<file path="src/rtl/dmux4_load_scheduler.sv">
// In-order write scheduler for a 4-way load demux: queues (data, dest) requests
// and issues each as a one-cycle load pulse once its bank is ready and recovered.
module dmux4_load_scheduler #(
  parameter int unsigned DEPTH    = 4,
  parameter int unsigned RECOVERY = 1,
  parameter int unsigned WIDTH    = 16
) (
  input  logic             clk,
  input  logic             rst_n,
  input  logic             in_valid,
  output logic             in_ready,
  input  logic [WIDTH-1:0] in_data,
  input  logic [1:0]       in_dest,
  input  logic [3:0]       bank_ready,
  output logic             load,
  output logic [1:0]       sel,
  output logic [WIDTH-1:0] data_out,
  output logic             busy,
  output logic [15:0]      issue_count
);

  localparam int unsigned AW = $clog2(DEPTH);
  localparam int unsigned CW = AW + 1;
  localparam int unsigned RW = (RECOVERY < 1) ? 1 : $clog2(RECOVERY + 1);

  logic [WIDTH-1:0] r_mem_data [DEPTH];
  logic [1:0]       r_mem_dest [DEPTH];
  logic [AW-1:0]    r_rd_ptr;
  logic [AW-1:0]    r_wr_ptr;
  logic [CW-1:0]    r_count;
  logic [RW-1:0]    r_rec_cnt [4];
  logic             r_load;
  logic [1:0]       r_sel;
  logic [WIDTH-1:0] r_data_out;
  logic [15:0]      r_issue_count;

  logic             w_push;
  logic             w_issue;
  logic [1:0]       w_head_dest;
  logic [WIDTH-1:0] w_head_data;
  logic [CW-1:0]    w_count_nxt;

  // Full flag comes from registered occupancy only, never from a same-cycle pop.
  assign in_ready    = (r_count != CW'(DEPTH));
  assign w_push      = in_valid && in_ready;
  assign w_head_dest = r_mem_dest[r_rd_ptr];
  assign w_head_data = r_mem_data[r_rd_ptr];
  assign w_issue     = (r_count != CW'(0)) && bank_ready[w_head_dest] &&
                       (r_rec_cnt[w_head_dest] == RW'(0));

  always_comb begin
    w_count_nxt = r_count;
    if (w_push && !w_issue) begin
      w_count_nxt = r_count + CW'(1);
    end else if (!w_push && w_issue) begin
      w_count_nxt = r_count - CW'(1);
    end
  end

  // Payload storage needs no reset; occupancy is tracked by the pointers and count.
  always_ff @(posedge clk) begin
    if (w_push) begin
      r_mem_data[r_wr_ptr] <= in_data;
      r_mem_dest[r_wr_ptr] <= in_dest;
    end
  end

  always_ff @(posedge clk or negedge rst_n) begin
    if (!rst_n) begin
      r_rd_ptr <= '0;
      r_wr_ptr <= '0;
      r_count  <= '0;
    end else begin
      r_count <= w_count_nxt;
      if (w_push) begin
        r_wr_ptr <= r_wr_ptr + AW'(1);
      end
      if (w_issue) begin
        r_rd_ptr <= r_rd_ptr + AW'(1);
      end
    end
  end

  // Per-bank recovery: reload on issue takes priority over the countdown.
  always_ff @(posedge clk or negedge rst_n) begin
    if (!rst_n) begin
      for (int b = 0; b < 4; b++) begin
        r_rec_cnt[b] <= '0;
      end
    end else begin
      for (int b = 0; b < 4; b++) begin
        if (w_issue && (w_head_dest == 2'(b))) begin
          r_rec_cnt[b] <= RW'(RECOVERY);
        end else if (r_rec_cnt[b] != RW'(0)) begin
          r_rec_cnt[b] <= r_rec_cnt[b] - RW'(1);
        end
      end
    end
  end

  // Load pulse; select and data hold their last issued values between pulses.
  always_ff @(posedge clk or negedge rst_n) begin
    if (!rst_n) begin
      r_load        <= 1'b0;
      r_sel         <= '0;
      r_data_out    <= '0;
      r_issue_count <= '0;
    end else begin
      r_load <= w_issue;
      if (w_issue) begin
        r_sel         <= w_head_dest;
        r_data_out    <= w_head_data;
        r_issue_count <= r_issue_count + 16'(1);
      end
    end
  end

  assign load        = r_load;
  assign sel         = r_sel;
  assign data_out    = r_data_out;
  assign issue_count = r_issue_count;
  assign busy        = (r_count != CW'(0)) || r_load;

endmodule

</file>
<file path="config.mk">
export PLATFORM = sky130hd
export DESIGN_NAME = dmux4_load_scheduler
export DESIGN_NICKNAME = d
export VERILOG_FILES = /design/src/rtl/dmux4_load_scheduler.sv
export SDC_FILE = /design/constraint.sdc
export NUM_CORES = 1
export LEC_CHECK = 0
export CORE_MARGIN = 4
export CORE_UTILIZATION = 59
export DETAILED_ROUTE_END_ITERATION = 8
export GPL_ROUTABILITY_DRIVEN = 0
export PLACE_DENSITY_LB_ADDON = 0.3
export SLEW_MARGIN = 20
export SYNTH_ARGS = -nofsm -noshare
export SYNTH_HDL_FRONTEND = slang
export SYNTH_SLANG_ARGS = --single-unit
export TNS_END_PERCENT = 50
</file>
<file path="constraint.sdc">
create_clock -name clk -period 6.1 [get_ports clk]
set_input_delay 1.22 -clock clk [delete_from_list [all_inputs] [get_ports clk]]
set_output_delay 1.22 -clock clk [all_outputs]
set_load 0.01 [all_outputs]
</file>
==> impl_results.md <==
* Starting Density at 0.610
* Static Leak at 2.27 nW
* Synthesized area per cell at 18.2 um^2
* Fin Setup TNS at 0 ns
* Cell with the most instances after synthesis: edfxtp_1
* Synth top cells by count: 72 x edfxtp_1, 46 x dfrtp_1, 19 x mux2_2
* Flops & latches, synth at 118
* Num CTS Buffers at 17
* Antenna-violating nets left at 0
* Run status: finished clean
* Clock skew at 0.00831 ns
* Asr flop ratio synth at 0.390
* Initial antenna violation count at 0
* Post-synth EDFFs at 72
* Crit path arrival time at 4.34 ns
* Total number of vias at 2521
* GRT Total Usage at 0.202
* RSZ-0062 raised after global routing: no
* # resized after CTS at 0
* Crit path time final at 3.96 ns
* Io pins at 62
* Final Hold Fails at 0
* F_max at 0.253 GHz
* Power, Total at 0.00319 W
* Max-Cap Viols at 0
* Cells after synthesis at 260
* CTS Buffer Depth at 2
* Initial DRC count at 102
* Post-Syn Area at 4730 um^2
* Total congestion overflow at 0
* Peak VDD IR at 0.263 mV
* Root buffer cell: clkbuf_8
* Area delta synth->final at 26.5%
* Residual DRC at 0
* Post-CTS setup buffer count at 0
* Die area at 9520 um^2
* Clk sinks at 118
* Routed wire length at 8870 um
* Via density at 5.63
* Hold-fix buffers, CTS at 0
* Synth Net Count at 292
* Sequential share of the synthesized area at 0.700
* Min-delay worst type: flop to flop
* Setup crit end kind: flop
* Detailed Place HPWL at 5220 um
* Vert. Die Dim at 97.6 um
* Most area-consuming cells after synthesis: edfxtp_1 46%, dfrtp_1 24%, mux4_2 8.6%
* Clk_lat worst skew at 0.51 ns
* Slew @ Worst Pin at 1.02 ns
* Synth top area share at 0.457
* Fin crit share at 0.649
* Synth Flop Type: edfxtp_1
* Unique cell type count in the Yosys netlist at 39
* N_diodes at 0
* Largest net degree at the start of global routing at 47
* Ratio of cells with drive above 1 in the final layout at 0.225
* Port bufs at 61
* Core ar. at 7770 um^2
* Relative slew slack at 0.322
* Synth area leader: edfxtp_1
* CP Launch Type: flop
* CP max FO at 22
* CTS tree: yes
* DR WL/cell at 19.8 um
* Critical path class: flop to flop
* DR pass1 iterations at 4
* Die X at 97.6 um
* First-pass GRT wire length at 14500 um
* Worst-path clk slew at 0.06 ns
* Row cnt at 32
* CTS H-tree depth at 4
* Nets at 365
* Pwr Density at 533 nW/um^2
* Worst endpoint required time at 6.48 ns
* Final Max Tran Viols at 0
* Vias in the first global route at 2770
* Synth warn at 0
* Setup-failing EPs final at 0
per-stage QoR:
step	std cells	instance area (um^2)	util	hold slack (ns)	worst slack (ns)
finish	448	5990	0.771	0.474	2.14
global route	448	5990	0.771	0.487	1.85
CTS	448	5980	0.770	0.483	2.10
detailed placement	416	5420	0.698	0.470	1.94
global placement	416	5420	0.698	0.455	2.07
floorplan	260	4730	-	0.476	2.83
cell usage in the layout, fill, tap and decap left out, types with 2 or more instances in the layout:
master and n:
edfxtp_1 72, a211oi_1 6, nand4_1 2, nand2b_1 2
xnor2_1 4, dfrtp_1 46, nand3_1 6, a21oi_1 4
clkinvlp_4 3, mux2i_1 2, inv_1 6, nor2_1 5
and3_1 5, nand2_1 10, a21boi_0 2, clkdlybuf4s50_1 60
buf_4 3, a2111oi_1 2, xor2_1 17, ha_1 6
mux2_2 19, clkbuf_16 16, nor4bb_1 2, inv_6 4
clkinv_4 5, mux4_2 18
final cells by class:
class / count / area [um^2]
well taps: 102 / 128
multi-input cells: 127 / 1340
flip-flops and latches: 118 / 3310
fillers: 446 / 1780
inverters: 6 / 22.5
clock buffers: 17 / 414
repair buffers: 63 / 623
clock inverters: 15 / 148
power by group:
part	internal, W	switching, W
clock	0.000549	0.000376
sequential	0.00109	0.000170
combinational	0.000548	0.000463
total	0.00218	0.00101
state kept, by name, indices dropped and copies added, names as in the netlist:
name,count
r_count,3
issue_count,16
data_out,16
sel,2
r_wr_ptr,2
r_mem_data,64
r_mem_dest,8
r_rec_cnt,4
load,1
r_rd_ptr,2
per-layer routing:
metal / GRT usage / part of all wire
met1: 0.236 / 0.41
met2: 0.352 / 0.53
met3: 0.0553 / 0.040
met4: 0.0884 / 0.019
met5: 0 / 0
kinds of logic after synthesis:
group,count (synthesis),synth area share
adder cells (fa/ha/maj),7,0.0201
AO/OA/AOI/OAI,20,0.0391
multiplexers,39,0.135
buffers and inverters,15,0.0174
XOR/XNOR,21,0.0388
AND/OR/NAND/NOR,40,0.0497
flip-flops,118,0.700
path summary, 6_finish.rpt:
path | start | to | slack [ns] | cells after the start
hold reg to reg | issue_count[15]$_DFFE_PN0P_ | issue_count[15]$_DFFE_PN0P_ | 0.47 | 1
min in group asynchronous | rst_n | data_out[2]$_DFFE_PN0P_ | 0.72 | 1
setup reg to reg | r_rd_ptr[0]$_DFFE_PN0P_ | r_count[1]$_DFFE_PN0P_ | 2.14 | 11
max in group asynchronous | rst_n | issue_count[4]$_DFFE_PN0P_ | 4.96 | 1
hold / removal | issue_count[15]$_DFFE_PN0P_ | issue_count[15]$_DFFE_PN0P_ | 0.47 | 1
setup / recovery | r_rd_ptr[0]$_DFFE_PN0P_ | r_count[1]$_DFFE_PN0P_ | 2.14 | 11
worst max-delay path, cell delays in order, from the launching register on:
cell	delay [ns]
dfrtp_1	0.88
buf_4	0.35
mux4_2	0.60
nor2_1	0.27
o31ai_4	0.24
nand2_1	0.12
buf_4	0.32
inv_1	0.08
ha_1	0.21
inv_1	0.08
fa_1	0.41
mux2_2	0.27
Note: power is estimated with default switching activity, not from simulation.
